## config.mk

```make
export PLATFORM = sky130hd
export DESIGN_NAME = neo_spike_detector
export DESIGN_NICKNAME = d
export VERILOG_FILES = /design/src/rtl/neo_pkg.sv /design/src/rtl/neo_ema.sv /design/src/rtl/neo_spike_detector.sv
export SDC_FILE = /design/constraint.sdc
export NUM_CORES = 1
export LEC_CHECK = 0
export CAP_MARGIN = 30
export CORE_MARGIN = 1.5
export CORE_UTILIZATION = 56
export DETAILED_ROUTE_END_ITERATION = 10
export MAX_ROUTING_LAYER = met4
export PLACE_DENSITY = 0.87
export SYNTH_ARGS = -nofsm -noshare
export SYNTH_HDL_FRONTEND = slang
export SYNTH_SLANG_ARGS = --single-unit
```

## constraint.sdc

```tcl
create_clock -name clk -period 6.51 [get_ports clk]
set_input_delay 1.953 -clock clk [delete_from_list [all_inputs] [get_ports clk]]
set_output_delay 1.953 -clock clk [all_outputs]
set_load 0.05 [all_outputs]
```

## src/rtl/neo_pkg.sv

```systemverilog
// Shared types and width helpers for the NEO spike detector.
package neo_pkg;

  typedef enum logic [1:0] {
    WARMUP     = 2'd0,
    ARMED      = 2'd1,
    REFRACTORY = 2'd2
  } fsm_t;

  // NEO output width for an N-bit raw sample.
  function automatic int neo_w(input int n);
    return 2 * n + 1;
  endfunction

  // Width that holds avg*K without truncation.
  function automatic int thr_w(input int nw, input int k);
    return nw + $clog2(k) + 1;
  endfunction

endpackage

```

## src/rtl/neo_ema.sv

```systemverilog
// Clamped exponential moving average of the NEO stream; the first sample seeds avg.
module neo_ema
  import neo_pkg::*;
#(
  parameter int NW          = 33,
  parameter int ALPHA_SHIFT = 4
) (
  input  logic          clk,
  input  logic          reset,
  input  logic          en,
  input  logic [NW-1:0] x_raw,
  output logic [NW-1:0] x_clamp,
  output logic [NW-1:0] avg
);

  logic [NW-1:0]        avg_q, avg_d;
  logic                 loaded_q, loaded_d;
  logic signed [NW:0]   diff;
  logic signed [NW:0]   step;

  assign x_clamp = x_raw[NW-1] ? '0 : x_raw;
  assign avg     = avg_q;

  always_comb begin
    diff     = $signed({1'b0, x_clamp}) - $signed({1'b0, avg_q});
    step     = diff >>> ALPHA_SHIFT;
    avg_d    = avg_q;
    loaded_d = loaded_q;
    if (en) begin
      loaded_d = 1'b1;
      // Result always lies between avg and x, so the low NW bits are exact.
      avg_d    = loaded_q ? (avg_q + NW'(step)) : x_clamp;
    end
  end

  always_ff @(posedge clk or negedge reset) begin
    if (!reset) begin
      avg_q    <= '0;
      loaded_q <= 1'b0;
    end else begin
      avg_q    <= avg_d;
      loaded_q <= loaded_d;
    end
  end

endmodule

```

## src/rtl/neo_spike_detector.sv

```systemverilog
// Adaptive-threshold spike detector on the NEO energy stream, with refractory window.
module neo_spike_detector
  import neo_pkg::*;
#(
  parameter int N           = 16,
  parameter int ALPHA_SHIFT = 4,
  parameter int K           = 8,
  parameter int REFR        = 4,
  parameter int CW          = 16,
  localparam int NW         = neo_w(N),
  localparam int TW         = thr_w(NW, K)
) (
  input  logic          clk,
  input  logic          reset,
  input  logic          neo_valid,
  input  logic [NW-1:0] neo_data,
  output logic          neo_ready,
  output logic          spike,
  output logic [31:0]   spike_index,
  output logic [NW-1:0] spike_amp,
  output logic [TW-1:0] threshold,
  output logic [CW-1:0] spike_count,
  output logic [1:0]    state_o
);

  localparam int            RW        = $clog2(REFR + 1);
  localparam logic [31:0]   WARM_LAST = 32'((1 << ALPHA_SHIFT) - 1);
  localparam logic [TW-1:0] K_T       = TW'(K);

  fsm_t          state_q, state_d;
  logic          ready_q;
  logic [31:0]   sample_cnt_q, sample_cnt_d;
  logic [RW-1:0] refr_q, refr_d;
  logic [CW-1:0] count_q, count_d;
  logic          spike_q, spike_d;
  logic [31:0]   idx_q, idx_d;
  logic [NW-1:0] amp_q, amp_d;

  logic          accept;
  logic          ema_en;
  logic          hit;
  logic [NW-1:0] x_clamp;
  logic [NW-1:0] avg;
  logic [TW-1:0] x_ext;

  neo_ema #(.NW(NW), .ALPHA_SHIFT(ALPHA_SHIFT)) u_ema (
    .clk     (clk),
    .reset   (reset),
    .en      (ema_en),
    .x_raw   (neo_data),
    .x_clamp (x_clamp),
    .avg     (avg)
  );

  assign accept    = neo_valid & ready_q;
  assign threshold = {{(TW-NW){1'b0}}, avg} * K_T;
  assign x_ext     = {{(TW-NW){1'b0}}, x_clamp};
  // Compared against the pre-update avg: the EMA only moves on this same edge.
  assign hit       = x_ext > threshold;

  always_comb begin
    state_d      = state_q;
    sample_cnt_d = sample_cnt_q;
    refr_d       = refr_q;
    count_d      = count_q;
    spike_d      = 1'b0;
    idx_d        = idx_q;
    amp_d        = amp_q;
    ema_en       = 1'b0;
    if (accept) begin
      sample_cnt_d = sample_cnt_q + 32'd1;
      case (state_q)
        WARMUP: begin
          ema_en = 1'b1;
          if (sample_cnt_q == WARM_LAST) state_d = ARMED;
        end
        ARMED: begin
          if (hit) begin
            spike_d = 1'b1;
            idx_d   = sample_cnt_q;
            amp_d   = x_clamp;
            if (count_q != '1) count_d = count_q + 1'b1;
            refr_d  = RW'(REFR);
            state_d = REFRACTORY;
          end else begin
            ema_en = 1'b1;
          end
        end
        REFRACTORY: begin
          refr_d = refr_q - 1'b1;
          if (refr_q == RW'(1)) state_d = ARMED;
        end
        default: state_d = WARMUP;
      endcase
    end
  end

  always_ff @(posedge clk or negedge reset) begin
    if (!reset) begin
      state_q      <= WARMUP;
      ready_q      <= 1'b0;
      sample_cnt_q <= '0;
      refr_q       <= '0;
      count_q      <= '0;
      spike_q      <= 1'b0;
      idx_q        <= '0;
      amp_q        <= '0;
    end else begin
      state_q      <= state_d;
      ready_q      <= 1'b1;
      sample_cnt_q <= sample_cnt_d;
      refr_q       <= refr_d;
      count_q      <= count_d;
      spike_q      <= spike_d;
      idx_q        <= idx_d;
      amp_q        <= amp_d;
    end
  end

  assign neo_ready   = ready_q;
  assign spike       = spike_q;
  assign spike_index = idx_q;
  assign spike_amp   = amp_q;
  assign spike_count = count_q;
  assign state_o     = state_q;

endmodule

```

==> metrics.txt <==
status finished with violations; failing checks negative setup slack; Sw Share 48.34%; CTS root buffer clkbuf_16; FF-to-FF setup slack around 1200 ps; half-perimeter wire length after detailed placement 23.15 mm; CTS clk-pin slew, worst paths 70 ps; final setup vio count 1; Design Power 8.481 mW; Reg-to-Reg End u_ema.avg[30]; max-capacitance violation count 0; Cell Rows 50; final worst slack -69.12 ps; crit path DAT approximately 7000 ps; Antenna Cells 0; Die Y around 140 µm; Fin. Hold Viols 0; Synth-to-Final Area Change 33.63%; origin of the critical flop-to-flop path u_ema.avg[3]; TritonCTS Sinks 153; routed wire length 34.33 mm; residual DRC count 0; drt pass-1 iters 6; Tot GR Track Use between 30% and 40%; average size of a mapped cell 8.714 µm²; sequential group share of total power between 10% and 20%; maximum vdd ir drop 0.0004046 V; Die Area between 0.02 and 0.025 mm²; H-tree lvl count 4; Worst Skew 14.38 ps; Int Pwr 4.381 mW; min Tclk post-route 6579 ps; area of the core about 0.019 mm²; initial antenna violation count 0; Worst slew margin 46.22%; Post-synth ARST share 100.0%; Cells after Synth approximately 1.2k; worst endpoint required time 6830 ps; fmax 0.1520 GHz; CP Capture Type register; share of power burned in combinational logic between 70% and 80%; Yosys cell types 70; GPL Wtd Cong ~0.98; Seq/Total Area, Yosys 35.20%; WS Path Type primary input to register; vias in the first global route roughly 11k; ANT nets after route 0; Final Util 76.92%; worst hold endpoint spike_index[21]; Worst-Margin Slew approximately 810 ps; vias ~11k; Worst Reg-to-Reg Cells 23; clock group share of total power a little under an eighth; commonest non-fill, non-tap cell in the layout nand2_1; Reg area 0.003829 mm²; share of post-route cells with drive strength above 1 17.90%; Multi-input gate area just under 0.007 mm²; number of enable flip-flop cells after synthesis 0; clock buffer depth 2; Skew-Pair Late Insertion Delay 450 ps; main flop type after synthesis dfrtp_1; max-slew violations 0; P_sw 4.100 mW; Initial Utilization 57.56%; Hold Crit Start spike_index[21]; hold path cells 2; HP Class register to register; # fillers 1201; CP max FO 4; pwr dens 583.6 mW/mm²; Leak Pwr 7.024 nW; Synth warnings 0; largest net degree at the start of global routing 67; IO buf count 152; FF+latch count, synth 153; Synth Cell Area 0.01088 mm²; Die X 142.4 µm; initial DRC count 1085; Num CTS Buffers 17; CTS tree done; drt wl/cell 19.17 µm; total congestion overflow 0; vias per std cell roughly 6; Critical Path Source Type primary input; Fin Hold WS 479.5 ps; commonest non-fill, non-tap cells in the layout nand2_1, dfrtp_1, clkdlybuf4s50_1, buf_4; Tcrit/Tclk final 101.1%; Ports 158; first-pass GRT wire length roughly 53 mm; Nets 1633
-- cell type report --
class                      instances  share of cell area, %
inverter                          51                  1.317
clock inverter                    15                  1.248
clock buffer                      17                  2.927
multi-input combinational        992                  47.39
timing repair buffer             303                  18.54
sequential                       153                  26.35
tap                              260                  2.238
-- layer usage --
layer  global-route usage (%)  wire [µm]  part of all wire, %
met5                        -          0                    0
met4                    15.79       1812                  5.3
met3                    7.335       2862                  8.3
met2                    55.94      16510                   48
met1                    39.58      13140                   38
-- worst max-delay path, stage by stage --
cell             delay (ps)
clkdlybuf4s50_1         580
nor3b_1                 380
or3_1                   180
o211ai_1                100
buf_4                   190
nor3_1                  300
buf_4                   210
nor2_4                   50
o21ai_1                 170
a21o_1                  160
a21oi_1                  70
o21a_1                  170
a41oi_1                 180
ha_1                    290
buf_4                   150
inv_1                    80
o21ai_0                 110
o211a_1                 150
o311a_1                 400
o31a_1                  320
o211ai_1                170
nand2_1                  80
xor2_1                  140
mux2i_1                 200
a21oi_1                 110
-- what timing repair did --
item / CTS / global route
setup buffers: 1 / 3
cloned: 0 / 0
endpoints found under the setup margin: 6 / 20
resized for setup: 3 / 47
hold buffers: 0 / 0
pin swaps: 2 / 25
-- registers in the layout, indices dropped and copies added, names as in the netlist --
register	cells
refr_q	3
sample_cnt_q	32
spike	1
spike_count	16
spike_index	32
neo_ready	1
u_ema.avg	33
u_ema.loaded_q	1
spike_amp	32
state_o	2
-- logic make-up after synthesis --
| kind of cell | synth area share (%) |
|---|---|
| DFF | 35.20 |
| adders and majority gates | 9.618 |
| muxes | 4.832 |
| AOI/OAI and AO/OA | 16.53 |
| buffers and inverters | 3.981 |
| and+or+nand+nor | 20.82 |
| xor gates and xnor gates | 8.939 |
| other | 0.06905 |
-- power by group through the flow --
| stage | combinational, mW | clock [mW] | sequential (mW) |
|---|---|---|---|
| 2_1_floorplan | 3.26 | 0 | 1.63 |
| 3_3_place_gp | 5.24 | 0 | 1.37 |
| 3_5_place_dp | 5.41 | 0 | 1.37 |
| 4_1_cts | 5.56 | 1.01 | 1.35 |
| 5_1_grt | 6.50 | 1.05 | 1.39 |
| 6_report | 6.10 | 1.01 | 1.37 |
-- worst max path at each step --
| stage | from | end | slack [ps] | cells after the start |
|---|---|---|---|---|
| finish | neo_data[4] | u_ema.avg[30] | -70 | 25 |
| global route | neo_data[4] | u_ema.avg[30] | -230 | 25 |
| CTS | neo_data[1] | u_ema.avg[20] | -2 | 25 |
| detailed placement | neo_data[1] | u_ema.avg[31] | -440 | 26 |
| global placement | neo_data[1] | u_ema.avg[30] | -360 | 23 |
| floorplan | neo_data[32] | u_ema.avg[30] | -170 | 27 |
-- synthesized netlist by cell type (all sizes together) (7+ instances only) --
cell / count / area share [%]
nor4: 12 / 0.69
xor2: 26 / 2.1
xnor2: 85 / 6.8
ha: 78 / 9.0
or2: 14 / 0.81
a31oi: 16 / 0.98
a21o: 36 / 2.5
buf: 21 / 1.0
and3: 9 / 0.52
dfrtp: 153 / 35
mux2i: 21 / 1.9
nor2: 89 / 3.1
a21oi: 84 / 3.9
o32ai: 9 / 0.72
nand2b: 16 / 0.92
inv: 49 / 1.7
nand4: 23 / 1.3
nand3: 27 / 1.2
o31ai: 7 / 0.48
clkbuf: 35 / 1.2
nand2: 177 / 6.1
o21a: 10 / 0.69
o21ai: 48 / 2.2
nor2b: 43 / 2.5
a2111oi: 8 / 0.64
nor3: 25 / 1.2
o21bai: 8 / 0.55
and2: 10 / 0.58
mux2: 28 / 2.9
-- per-stage QoR --
| step | cells | setup TNS [ps] | area (µm²) | worst slack [ps] |
|---|---|---|---|---|
| 2_1_floorplan | 1252 | -545.2 | 10990 | -173.5 |
| 3_5_place_dp | 1755 | -5638 | 13680 | -437.6 |
| 3_3_place_gp | 1755 | -4289 | 13680 | -361.0 |
| 6_report | 1791 | -69.12 | 14530 | -69.12 |
| 5_1_grt | 1791 | -1512 | 14530 | -232.2 |
| 4_1_cts | 1788 | -1.761 | 14310 | -1.761 |
Note: power is estimated with default switching activity, not from simulation.
